--- src/rtl/display_pkg.sv ---
// Shared constants for the result display: digit geometry, data widths and
// the active-low seven-segment glyphs in g..a bit order.
package display_pkg;

    localparam int unsigned NUM_DIGITS  = 8;
    localparam int unsigned DIGIT_IDX_W = 3;
    localparam int unsigned NIBBLE_W    = 4;
    localparam int unsigned SEG_W       = 7;
    localparam int unsigned RESULT_W    = 32;
    localparam int unsigned COUNT_W     = 16;
    localparam int unsigned HIST_SEL_W  = 2;
    localparam int unsigned HIST_DEPTH  = 4;

    // Active-low glyphs, bit 6 = g ... bit 0 = a
    localparam logic [SEG_W-1:0] SEG_0     = 7'b1000000;
    localparam logic [SEG_W-1:0] SEG_1     = 7'b1111001;
    localparam logic [SEG_W-1:0] SEG_2     = 7'b0100100;
    localparam logic [SEG_W-1:0] SEG_3     = 7'b0110000;
    localparam logic [SEG_W-1:0] SEG_4     = 7'b0011001;
    localparam logic [SEG_W-1:0] SEG_5     = 7'b0010010;
    localparam logic [SEG_W-1:0] SEG_6     = 7'b0000010;
    localparam logic [SEG_W-1:0] SEG_7     = 7'b1111000;
    localparam logic [SEG_W-1:0] SEG_8     = 7'b0000000;
    localparam logic [SEG_W-1:0] SEG_9     = 7'b0010000;
    localparam logic [SEG_W-1:0] SEG_A     = 7'b0001000;
    localparam logic [SEG_W-1:0] SEG_B     = 7'b0000011;
    localparam logic [SEG_W-1:0] SEG_C     = 7'b1000110;
    localparam logic [SEG_W-1:0] SEG_D     = 7'b0100001;
    localparam logic [SEG_W-1:0] SEG_E     = 7'b0000110;
    localparam logic [SEG_W-1:0] SEG_F     = 7'b0001110;
    localparam logic [SEG_W-1:0] SEG_DASH  = 7'b0111111;
    localparam logic [SEG_W-1:0] SEG_BLANK = 7'b1111111;

endpackage

--- src/rtl/result_display_driver_if.sv ---
// Capture bus from the processor core to the display driver.
//   processor_result  : result word to capture
//   update_display_en : single-cycle capture strobe
//   hist_sel          : history depth select (0 = latest)
interface result_display_driver_if;
    import display_pkg::*;

    logic [RESULT_W-1:0]   processor_result;
    logic                  update_display_en;
    logic [HIST_SEL_W-1:0] hist_sel;

    modport master (output processor_result, update_display_en, hist_sel);
    modport slave  (input  processor_result, update_display_en, hist_sel);
endinterface

--- src/rtl/hex_to_seg7.sv ---
// Combinational nibble to active-low seven-segment glyph decoder.
//   nibble : 4-bit hex value
//   seg_c  : glyph, g..a order, active-low
module hex_to_seg7
    import display_pkg::*;
(
    input  logic [NIBBLE_W-1:0] nibble,
    output logic [SEG_W-1:0]    seg_c
);

    always_comb begin
        seg_c = SEG_BLANK;
        case (nibble)
            4'h0: seg_c = SEG_0;
            4'h1: seg_c = SEG_1;
            4'h2: seg_c = SEG_2;
            4'h3: seg_c = SEG_3;
            4'h4: seg_c = SEG_4;
            4'h5: seg_c = SEG_5;
            4'h6: seg_c = SEG_6;
            4'h7: seg_c = SEG_7;
            4'h8: seg_c = SEG_8;
            4'h9: seg_c = SEG_9;
            4'hA: seg_c = SEG_A;
            4'hB: seg_c = SEG_B;
            4'hC: seg_c = SEG_C;
            4'hD: seg_c = SEG_D;
            4'hE: seg_c = SEG_E;
            4'hF: seg_c = SEG_F;
        endcase
    end

endmodule

--- src/rtl/result_display_driver.sv ---
// Captures processor result words and scans them onto an 8-digit
// multiplexed seven-segment display (hex, digit 0 = least significant nibble).
//   clk, rst      : clock; asynchronous active-low reset
//   bus           : capture bus (result_display_driver_if.slave)
//   seg, dp, an   : registered segment / decimal point / digit enables, active-low
//   result_valid  : a result has been captured since reset
//   capture_count : captures since reset, wrapping 16-bit
// Build option: define DISPLAY_HISTORY_EN to keep the last four captures and
// select among them with hist_sel; otherwise a single capture register is kept.
module result_display_driver
    import display_pkg::*;
#(
    parameter int unsigned REFRESH_DIV = 100000
) (
    input  logic                      clk,
    input  logic                      rst,
    result_display_driver_if.slave    bus,
    output logic [SEG_W-1:0]          seg,
    output logic                      dp,
    output logic [NUM_DIGITS-1:0]     an,
    output logic                      result_valid,
    output logic [COUNT_W-1:0]        capture_count
);

    localparam int unsigned PRESC_W = (REFRESH_DIV > 2) ? $clog2(REFRESH_DIV) : 1;

    logic [PRESC_W-1:0]     presc;
    logic [DIGIT_IDX_W-1:0] digit_idx;
    logic                   presc_tc_c;
    logic [RESULT_W-1:0]    sel_value_c;
    logic                   sel_valid_c;
    logic [NIBBLE_W-1:0]    nibble_c;
    logic [SEG_W-1:0]       glyph_c;

    assign presc_tc_c = (presc == PRESC_W'(REFRESH_DIV - 1));

    // Refresh prescaler and digit scan index
    always_ff @(posedge clk or negedge rst) begin
        if (!rst) begin
            presc     <= '0;
            digit_idx <= '0;
        end else if (presc_tc_c) begin
            presc     <= '0;
            digit_idx <= digit_idx + DIGIT_IDX_W'(1);
        end else begin
            presc     <= presc + PRESC_W'(1);
        end
    end

    // Capture status, common to both storage variants
    always_ff @(posedge clk or negedge rst) begin
        if (!rst) begin
            result_valid  <= 1'b0;
            capture_count <= '0;
        end else if (bus.update_display_en) begin
            result_valid  <= 1'b1;
            capture_count <= capture_count + COUNT_W'(1);
        end
    end

`ifdef DISPLAY_HISTORY_EN
    logic [RESULT_W-1:0]   hist_mem [HIST_DEPTH];
    logic [HIST_DEPTH-1:0] hist_vld;
    logic [HIST_SEL_W-1:0] wr_ptr;
    logic [HIST_SEL_W-1:0] rd_ptr_c;

    // Ring of the most recent captures; wr_ptr points at the oldest slot
    always_ff @(posedge clk or negedge rst) begin
        if (!rst) begin
            hist_mem <= '{default: '0};
            hist_vld <= '0;
            wr_ptr   <= '0;
        end else if (bus.update_display_en) begin
            hist_mem[wr_ptr] <= bus.processor_result;
            hist_vld[wr_ptr] <= 1'b1;
            wr_ptr           <= wr_ptr + HIST_SEL_W'(1);
        end
    end

    // k-th most recent entry sits k+1 slots behind the write pointer
    always_comb begin
        rd_ptr_c    = wr_ptr - HIST_SEL_W'(1) - bus.hist_sel;
        sel_value_c = hist_mem[rd_ptr_c];
        sel_valid_c = hist_vld[rd_ptr_c];
    end
`else
    logic [RESULT_W-1:0] cap_value;
    logic                unused_hist_sel;

    assign unused_hist_sel = ^bus.hist_sel;

    // Single capture register
    always_ff @(posedge clk or negedge rst) begin
        if (!rst) begin
            cap_value <= '0;
        end else if (bus.update_display_en) begin
            cap_value <= bus.processor_result;
        end
    end

    always_comb begin
        sel_value_c = cap_value;
        sel_valid_c = result_valid;
    end
`endif

    assign nibble_c = sel_value_c[{digit_idx, 2'b00} +: NIBBLE_W];

    hex_to_seg7 u_hex_to_seg7 (
        .nibble (nibble_c),
        .seg_c  (glyph_c)
    );

    // Registered display outputs; dark while in reset
    always_ff @(posedge clk or negedge rst) begin
        if (!rst) begin
            seg <= SEG_BLANK;
            an  <= '1;
            dp  <= 1'b1;
        end else begin
            seg <= sel_valid_c ? glyph_c : SEG_DASH;
            an  <= ~(NUM_DIGITS'(1) << digit_idx);
            dp  <= 1'b1;
        end
    end

endmodule

--- src/flat_wrapper.sv ---
// flat-port wrapper written by rule: the top's interface ports become plain ports
module result_display_driver_flat import display_pkg::*;
#(
    parameter int unsigned REFRESH_DIV = 100000
)
  (clk, rst, seg, dp, an, result_valid, capture_count, bus_processor_result, bus_update_display_en, bus_hist_sel);
  result_display_driver_if bus_i ();
  input  logic clk;
  input  logic rst;
  output logic [SEG_W-1:0] seg;
  output logic dp;
  output logic [NUM_DIGITS-1:0] an;
  output logic result_valid;
  output logic [COUNT_W-1:0] capture_count;
  input wire logic [$bits(bus_i.processor_result)-1:0] bus_processor_result;
  input wire logic [$bits(bus_i.update_display_en)-1:0] bus_update_display_en;
  input wire logic [$bits(bus_i.hist_sel)-1:0] bus_hist_sel;
  assign bus_i.processor_result = bus_processor_result;
  assign bus_i.update_display_en = bus_update_display_en;
  assign bus_i.hist_sel = bus_hist_sel;
  result_display_driver #(.REFRESH_DIV(REFRESH_DIV)) u_core (.clk(clk), .rst(rst), .bus(bus_i), .seg(seg), .dp(dp), .an(an), .result_valid(result_valid), .capture_count(capture_count));
endmodule
--- config.mk ---
export PLATFORM = sky130hd
export DESIGN_NAME = result_display_driver_flat
export DESIGN_NICKNAME = d
export VERILOG_FILES = /design/src/rtl/display_pkg.sv /design/src/rtl/result_display_driver_if.sv /design/src/rtl/hex_to_seg7.sv /design/src/rtl/result_display_driver.sv /design/src/flat_wrapper.sv
export SDC_FILE = /design/constraint.sdc
export NUM_CORES = 1
export LEC_CHECK = 0
export BUFFER_PORTS_ARGS = -buffer_cell sky130_fd_sc_hd__buf_2
export CORE_ASPECT_RATIO = 1.5
export CORE_UTILIZATION = 40
export DETAILED_ROUTE_END_ITERATION = 6
export PLACE_DENSITY_LB_ADDON = 0.25
export SLEW_MARGIN = 5
export SYNTH_ARGS = -nofsm -noshare
export SYNTH_HDL_FRONTEND = slang
export SYNTH_SLANG_ARGS = --single-unit
--- constraint.sdc ---
create_clock -name clk -period 5.1 [get_ports clk]
set_input_delay 0.51 -clock clk [delete_from_list [all_inputs] [get_ports clk]]
set_output_delay 0.51 -clock clk [all_outputs]
set_load 0.02 [all_outputs]
==> flow_summary.ini, run 1 <==
[timing]
finalSetupTns_ns = 0
setup_viol = 0
final_max_slew_viol_count = 0
relSlewSlack_pct = 31.8
whs_ns = 0.346
min_period_ns = 3.04
worstMarginPinSlew_ns = 1.02
max_freq_ghz = 0.329
rsz0062_at_grt = no
period_share_pct = 59.6
final_hold_viol_count = 0
clock_skew_ns = 0.00648

[power]
ir_drop_mv = 0.204
leakage_nw = 2.14
power_density_mw_per_mm2 = 361

[route]
ant_nets = 0
viasPerCell = 4.94
maxUsedRoutingLayer = met4
finalWirelength_mm = 6.80
wl_met2_mm = 3.51
wire_per_inst_microns = 14.0
met3_length_microns = 312
drtIter0Drc = 95
drt-pass1-iter-count = 4
met1_length_mm = 2.86
drc = 0
via_count = 2397

[yosys]
synth_async_sr_flop_share_pct = 100
synth_commonest_cells = dfrtp_1 (69), mux2_2 (34), nand2_1 (29)
synth_top_area_cell = dfrtp_1
ys_seq_area_share_pct = 54.6
netlist_area_sq_mm = 0.00388
synth_flop_cell = dfrtp_1
syn_inst = 304
synth_most_common_cell = dfrtp_1
synth_seq_cells = 84
ys_types = 43
syn_nets = 356
syn_area_per_cell_sq_um = 12.8
ys_top_cells_by_area = dfrtp_1 (44%), dfstp_2 (10%), mux2_2 (9.9%)
synth.top_cell.area_share_pct = 44.5
ys_warn_count = 0
synth-edff-count = 0

[hold_path]
hold_class = in -> async

[worst_setup_path]
cp_top_family = multiplexers
start_kind = flop
crit_path_start = u_core.digit_idx[0]
reg2reg_to = u_core.seg[5]
crit_buf_inv = 1
critPathSlowestCell = dfrtp_1
critical_path_depth = 7
crit_required_ns = 5.33
ff2ff_path_depth = 7
crit-reg2reg-launch = u_core.digit_idx[0]
crit_fanout = 13
crit_type = reg -> reg
critPathCapture = u_core.seg[5]
crit_path_max_incr_delay_ns = 0.76
reg2reg_slack_ns = 2.06
arrival_ns = 3.27
path_cells = mux4_1, mux2i_1, inv_1, ha_1, mux2_1, nand2_1, o211ai_1
crit_path_end_kind = flop

[floorplan]
num_rows = 43
io_pins = 70
start_util_pct = 41.5
dieHeight_microns = 123
coreArea_sq_mm = 0.00936
design.die.area_sq_mm = 0.0101
die_x_microns = 82.5

[finish]
nNetsFinal = 420
num_antenna_cells = 0
fillers = 888
drive_above_1_share_pct = 36.2
area_growth_pct = 17.6

[status]
status = finished clean

[clocking]
cts_hold_buf = 0
clockBufferDepth = 2
clk_pin_slew_worst_paths_ns = 0.06
clock_latency_ns = 0.33
post_cts_resized = 0
htreeDepth = 3
cts_sinks = 84
cts_made_buffers = 9
cts_root_buf = clkbuf_16
cts_setup_buffers = 0
cts_tree = yes

[global_routing]
grt_pass1_wl_mm = 11.4
grt_max_degree = 85
first_global_vias = 2356
overflow = 0
track_usage_pct = 15.3
antenna_found_initial = 0

[run]
drv_cap = 0

[placement]
dp_hpwl_mm = 4.78
globalplace.congestion = 0.724
port_buffers = 66
[layout by cell type (no fill, tap or decap), drive strengths merged, types with 2 or more instances in the layout]
cell type | Yosys | final
mux2i | 13 | 13
clkbuf | 4 | 11
dfrtp | 69 | 69
inv | 10 | 10
xnor2 | 16 | 16
ha | 15 | 15
o211ai | 3 | 3
buf | 9 | 66
and4 | 3 | 3
nor2 | 20 | 20
nand3 | 9 | 9
nand2 | 29 | 29
nand2b | 2 | 2
and3 | 6 | 6
o21ai | 2 | 2
and2 | 3 | 3
dfstp | 15 | 15
mux4 | 6 | 6
xor2 | 15 | 15
clkinv | 0 | 3
mux2 | 36 | 36
nand4 | 6 | 6
nor2b | 2 | 2
[cell type report]
cell class                 count  area, sq um  share of cell area [%]
tap                          112          140                    3.07
multi-input combinational    197         1650                    36.2
clock buffer                  11          233                    5.09
clock inverter                 5         52.6                    1.15
timing repair buffer          66          333                    7.29
sequential                    84         2120                    46.4
inverter                      10         37.5                   0.822
[stage by stage]
step / worst slack (ns) / instances / total power, mW / utilization, % / area [sq um]
after CTS: 2.03 / 485 / 1.67 / 48.8 / 4570
after detailed placement: 2.04 / 469 / 1.04 / 45.7 / 4280
after global placement: 2.08 / 469 / 1.03 / 45.7 / 4280
final: 2.06 / 485 / 1.65 / 48.8 / 4570
after global routing: 1.87 / 485 / 1.73 / 48.8 / 4570
after floorplan: 2.71 / 304 / 0.953 / - / 3880
[kinds of logic after synthesis]
logic type	synth area share, %
simple gates	10.6
flops	54.6
mux	18.1
xor+xnor	6.99
buf+inv	2.87
fa+ha+maj	4.83
compound gates	1.96
other cells	0.0966
[flip-flops by register name, summed over array words and instances, names as in the netlist]
name / count
u_core.cap_value: 32
u_core.presc: 17
u_core.capture_count: 16
u_core.an: 8
u_core.seg: 7
u_core.digit_idx: 3
u_core.result_valid: 1
[routing by layer]
metal	track usage, %	vias up
li1	-	1168
met1	19.6	1171
met2	24.1	50
met3	3.57	8
met4	7.57	0
met5	0	-
[how the worst min path moves through the flow]
| stage | endpoint | slack (ns) | cells after the start |
|---|---|---|---|
| after global routing | u_core.cap_value[17] | 0.39 | 2 |
| after global placement | u_core.capture_count[15] | 0.45 | 1 |
| final | u_core.presc[10] | 0.35 | 1 |
| after floorplan | u_core.cap_value[0] | 0.21 | 0 |
| after detailed placement | u_core.capture_count[15] | 0.46 | 1 |
| after CTS | u_core.cap_value[5] | 0.39 | 2 |
[where the power goes]
group	internal, mW	switching, mW	leakage, nW
clock network	0.377	0.249	0.139
registers	0.736	0.0464	1.02
logic	0.110	0.133	0.979
[worst register-to-register path, stage by stage, from the launching register on]
cell,delay (ns)
dfrtp_1,0.76
mux4_1,0.67
mux2i_1,0.58
inv_1,0.18
ha_1,0.30
mux2_1,0.30
nand2_1,0.06
o211ai_1,0.09
Power figures use the tool's default switching activity.
==> run 2, diff against run 1 <==
- clock period: 5.1 -> 2.8 ns (I/O delays scaled with it)
==> run 2 against run 1 <==
Setup slack worse by 1.8 ns. Fmax increased by 19%. Sequential power rose by 83%. Via count grew 0.54%. Non-clock buffer count increased by 4. Cell count increased by 0.82%. Combinational power is 83% higher. Count of clock-buffer cells in the layout is 1 higher. Critical path depth is the same.
==> flow_summary.ini, run 2 (synthesis gave the netlist of run 1 again) <==
[finish]
num_antenna_cells = 0
nNetsFinal = 424
final_common_cell = dfrtp_1
final_cell_mix = dfrtp_1 (69), buf_2 (65), mux2_2 (34)
largest-register = u_core.cap_value
largest_reg_flops = 32
fillers = 892
area_growth_pct = 18.0
largestRegisters = u_core.cap_value (32), u_core.presc (17), u_core.capture_count (16)
instances_no_fill = 489
drive_above_1_share_pct = 36.9

[global_routing]
track_usage_pct = 15.1
grt_pass1_wl_mm = 11.2
first_global_vias = 2328
overflow = 0
antenna_found_initial = 0
grt_max_degree = 85

[placement]
dp_cells = 473
dp_hpwl_mm = 4.84
port_buffers = 66
globalplace.congestion = 0.768
pre_cts_slack_ns = 0.222

[floorplan]
start_util_pct = 41.5
coreArea_sq_mm = 0.00936
num_rows = 43
dieHeight_microns = 123
io_pins = 70
die_x_microns = 82.5
design.die.area_sq_mm = 0.0101

[timing]
period_share_pct = 91.2
setup_viol = 0
finalSetupTns_ns = 0
relSlewSlack_pct = 31.1
final_hold_viol_count = 0
final_max_slew_viol_count = 0
worst_slack_ns = 0.246
max_freq_ghz = 0.392
worstMarginPinSlew_ns = 1.03
rsz0062_at_grt = no
whs_ns = 0.122
clock_skew_ns = 0.00775
min_period_ns = 2.55

[worst_setup_path]
reg2reg_slack_ns = 0.25
arrival_ns = 2.78
path_cells = mux4_1, mux2i_1, inv_1, ha_1, mux2_1, nand2_1, o211ai_1
start_kind = flop
crit_type = reg -> reg
ff2ff_path_depth = 7
crit_path_max_incr_delay_ns = 0.61
crit_required_ns = 3.03
crit_fanout = 6
critPathSlowestCell = mux4_1
crit-reg2reg-launch = u_core.digit_idx[0]
reg2reg_to = u_core.seg[5]
crit_path_end_kind = flop

[hold_path]
hold_class = in -> async

[power]
leakage_nw = 2.14
ir_drop_mv = 0.358
swShare_pct = 26.4
pwr-share-seq_pct = 48.5
intPower_mw = 2.17
power_density_mw_per_mm2 = 642
switchingPower_uw = 778
power.share.clock_pct = 36.4
combPwrFrac_pct = 15.1

[clocking]
cts_tree = yes
cts_made_buffers = 9
post_cts_resized = 0
cts_setup_buffers = 0
cts_root_buf = clkbuf_16
clk_pin_slew_worst_paths_ns = 0.06
cts_hold_buf = 0
clockBufferDepth = 2
htreeDepth = 3
cts_sinks = 84
clock_latency_ns = 0.33

[route]
ant_nets = 0
wire_per_inst_microns = 13.9
drt-pass1-iter-count = 4
viasPerCell = 4.93
via_count = 2410
drtIter0Drc = 109
drc = 0
finalWirelength_mm = 6.81

[run]
drv_cap = 0

[status]
status = finished clean
run 2: changes by cell type in the layout (fill, tap and decap cells not counted), sizes merged:
| cell | change |
|---|---|
| clkinvlp | +1 |
| buf | +4 |
| clkinv | -1 |
| bufinv | -1 |
| clkbuf | +1 |
run 2: power groups by stage:
stage	registers [mW]	clock network, mW	logic (mW)
final	1.43	1.07	0.445
after global routing	1.44	1.15	0.494
after CTS	1.43	1.11	0.455
after detailed placement	1.45	0	0.453
after global placement	1.44	0	0.443
after floorplan	1.52	0	0.219
run 2: critical path: cells and delay by family (launching register included):
family	cells	cell delay (ns)
muxes	3	1.34
DFF	1	0.48
adders and majority gates	1	0.27
buffers and inverters	1	0.20
AOI/OAI and AO/OA	1	0.10
and+or+nand+nor	1	0.06
run 2: final cells by class:
cell class	instances	area, sq um	share of cell area (%)
Clock buffer	12	246	5.38
Clock inverter	4	25.0	0.546
Inverter	10	37.5	0.819
Multi-Input combinational cell	197	1650	36.0
Sequential cell	84	2120	46.3
Tap cell	112	140	3.06
Timing Repair Buffer	70	363	7.91
run 2: through the flow:
| step | util, % | total power, mW | instance area [sq um] |
|---|---|---|---|
| floorplan | - | 1.74 | 3880 |
| global placement | 46.1 | 1.89 | 4310 |
| detailed placement | 46.1 | 1.90 | 4310 |
| CTS | 49.0 | 2.99 | 4580 |
| global route | 49.0 | 3.09 | 4580 |
| finish | 49.0 | 2.94 | 4580 |
run 2: per-layer routing:
| metal | GRT usage, % | vias up | part of all wire, % |
|---|---|---|---|
| met3 | 4.09 | 9 | 4.6 |
| met1 | 19.2 | 1190 | 43 |
| met4 | 6.58 | 0 | 1.5 |
| met5 | 0 | - | 0 |
| met2 | 23.7 | 40 | 51 |
| li1 | - | 1171 | - |
run 2: how the worst max path moves through the flow:
stage / start / endpoint / slack [ns] / depth (start not counted)
6_report: u_core.digit_idx[0] / u_core.seg[5] / 0.25 / 7
5_1_grt: u_core.digit_idx[0] / u_core.seg[5] / 0.09 / 7
4_1_cts: u_core.digit_idx[0] / u_core.seg[5] / 0.21 / 7
3_5_place_dp: u_core.digit_idx[0] / u_core.seg[5] / 0.22 / 7
3_3_place_gp: u_core.digit_idx[0] / u_core.seg[5] / 0.29 / 7
2_1_floorplan: u_core.digit_idx[0] / u_core.seg[5] / 0.41 / 8
==> run 3, diff against run 2 <==
- ABC_AREA: not set -> 1
- CORE_UTILIZATION: 40 -> 35
==> run 3 against run 2 <==
Worst hold slack improved by 0.0077 ns. First-iteration DRC count rose by 56%. Via count rose by 37%. Count of clock-buffer cells in the layout rose by 2. Power rose by 0.35%. Flip-flop and latch count did not move. Non-clock buffer count fell by 1. Setup slack improved by 0.44 ns. Sequential power barely moved. Synthesized cell count rose by 63%. Critical path type unchanged. Critical endpoint is now u_core.seg[0].
==> flow_summary.ini, run 3 <==
[floorplan]
design.die.area_sq_mm = 0.0126
dieHeight_microns = 137
die_x_microns = 91.9
start_util_pct = 36.4
io_pins = 70
num_rows = 48
coreArea_sq_mm = 0.0117

[clocking]
clockBufferDepth = 2
htreeDepth = 3
cts_made_buffers = 9
cts_setup_buffers = 0
cts_tree = yes
cts_sinks = 84
post_cts_resized = 0
clock_latency_ns = 0.34
clk_pin_slew_worst_paths_ns = 0.06
cts_root_buf = clkbuf_16
cts_hold_buf = 0

[yosys]
netlist_area_sq_mm = 0.00424
synth.top_cell.area_share_pct = 40.7
synth_commonest_cells = nand2_1 (135), dfrtp_1 (69), inv_1 (66)
synth_top_area_cell = dfrtp_1
ys_top_cells_by_area = dfrtp_1 (41%), nand2_1 (12%), dfstp_2 (9.3%)
syn_inst = 497
synth_seq_cells = 84
synth_most_common_cell = nand2_1
syn_area_per_cell_sq_um = 8.54
synth_async_sr_flop_share_pct = 100
synth-edff-count = 0
ys_seq_area_share_pct = 50.0
ys_warn_count = 0
ys_types = 34
syn_nets = 549
synth_flop_cell = dfrtp_1

[worst_setup_path]
crit-reg2reg-launch = u_core.digit_idx[1]
arrival_ns = 2.36
start_kind = flop
crit_path_start = u_core.digit_idx[1]
reg2reg_to = u_core.seg[0]
critPathMostFrequentCell = nand3_1
crit_path_max_incr_delay_ns = 0.61
critPathCapture = u_core.seg[0]
crit_path_end_kind = flop
ff2ff_path_depth = 10
reg2reg_slack_ns = 0.69
crit_type = reg -> reg
path_cells = inv_2, nand3_1, nand3_1, nand2_1, inv_1, ha_1, inv_1, nand3_1, nand3_1, nand3_1
critPathSlowestCell = dfrtp_1
crit_buf_inv = 3
crit_required_ns = 3.05
critical_path_depth = 10
crit_fanout = 12
cp_top_family = simple AND/OR/NAND/NOR gates

[power]
swShare_pct = 27.9
ir_drop_mv = 0.264
intPower_mw = 2.13
leakage_nw = 2.57
power_density_mw_per_mm2 = 594
power.share.clock_pct = 38.0
combPwrFrac_pct = 14.7
switchingPower_uw = 824
pwr-share-seq_pct = 47.2

[global_routing]
antenna_found_initial = 0
track_usage_pct = 15.7
overflow = 0
first_global_vias = 3385
grt_max_degree = 85
grt_pass1_wl_mm = 15.5

[timing]
period_share_pct = 75.4
rsz0062_at_grt = no
worstMarginPinSlew_ns = 1.04
clock_skew_ns = 0.00743
final_max_slew_viol_count = 0
setup_viol = 0
max_freq_ghz = 0.473
whs_ns = 0.130
finalSetupTns_ns = 0
final_hold_viol_count = 0
min_period_ns = 2.11
relSlewSlack_pct = 30.9

[finish]
fillers = 1208
largestRegisters = u_core.cap_value (32), u_core.presc (17), u_core.capture_count (16)
drive_above_1_share_pct = 22.4
num_antenna_cells = 0
largest-register = u_core.cap_value
final_cell_mix = nand2_1 (135), dfrtp_1 (69), inv_1 (66)
nNetsFinal = 615
final_common_cell = nand2_1
final_core_util_pct = 42.7
area_growth_pct = 17.1
largest_reg_flops = 32

[hold_path]
hold_class = in -> async

[route]
wire_per_inst_microns = 12.4
finalWirelength_mm = 8.91
drtIter0Drc = 170
drt-pass1-iter-count = 4
drc = 0
ant_nets = 0
via_count = 3293
viasPerCell = 4.59

[placement]
dp_hpwl_mm = 6.40
port_buffers = 66
globalplace.congestion = 0.849

[status]
status = finished clean

[run]
drv_cap = 0
-- run 3: layer usage --
layer / wire length, microns / track usage (%) / vias up
met5: 0 / 0 / -
met4: 179 / 6.77 / 0
met3: 316 / 3.50 / 13
met2: 4460 / 27.0 / 67
met1: 3950 / 18.7 / 1535
li1: - / - / 1678
-- run 3: power groups by stage --
stage	clock network (mW)	registers, mW	logic, mW
floorplan	0	1.48	0.214
global placement	0	1.41	0.435
detailed placement	0	1.42	0.443
CTS	1.16	1.40	0.445
global route	1.20	1.41	0.497
finish	1.12	1.40	0.436
-- run 3: cells by family (layout without fill, tap and decap cells) --
logic type               Yosys count  in the layout  synth area share [%]
flip-flops                        84             84                  50.0
AND/OR/NAND/NOR                  248            248                  26.9
AO/OA/AOI/OAI                     40             40                  4.98
XOR/XNOR                          24             24                  4.95
other                              1              1                0.0884
buffers and inverters             85            156                  8.70
adder cells (fa/ha/maj)           15             15                  4.42
-- run 3: stage by stage --
step	power (mW)	std cells	area (sq um)	setup WS, ns
finish	2.95	718	4970	0.688
global route	3.10	718	4970	0.429
CTS	3.00	718	4970	0.692
detailed placement	1.86	702	4690	0.715
global placement	1.85	702	4690	0.770
floorplan	1.69	497	4240	1.06
-- run 3: how the worst min path moves through the flow --
stage	to	cells past startpoint
after floorplan	u_core.cap_value[0]	0
after global placement	u_core.presc[0]	1
after detailed placement	u_core.presc[0]	1
after CTS	u_core.cap_value[13]	3
after global routing	u_core.cap_value[31]	3
final	u_core.capture_count[6]	1
-- run 3: layout make-up --
| cell class | instances | area [sq um] | area share (%) |
|---|---|---|---|
| Sequential cell | 84 | 2120 | 42.7 |
| Multi-Input combinational cell | 328 | 1750 | 35.3 |
| Timing Repair Buffer | 69 | 355 | 7.15 |
| Inverter | 71 | 272 | 5.46 |
| Clock buffer | 14 | 264 | 5.31 |
| Tap cell | 150 | 188 | 3.78 |
| Clock inverter | 2 | 17.5 | 0.352 |
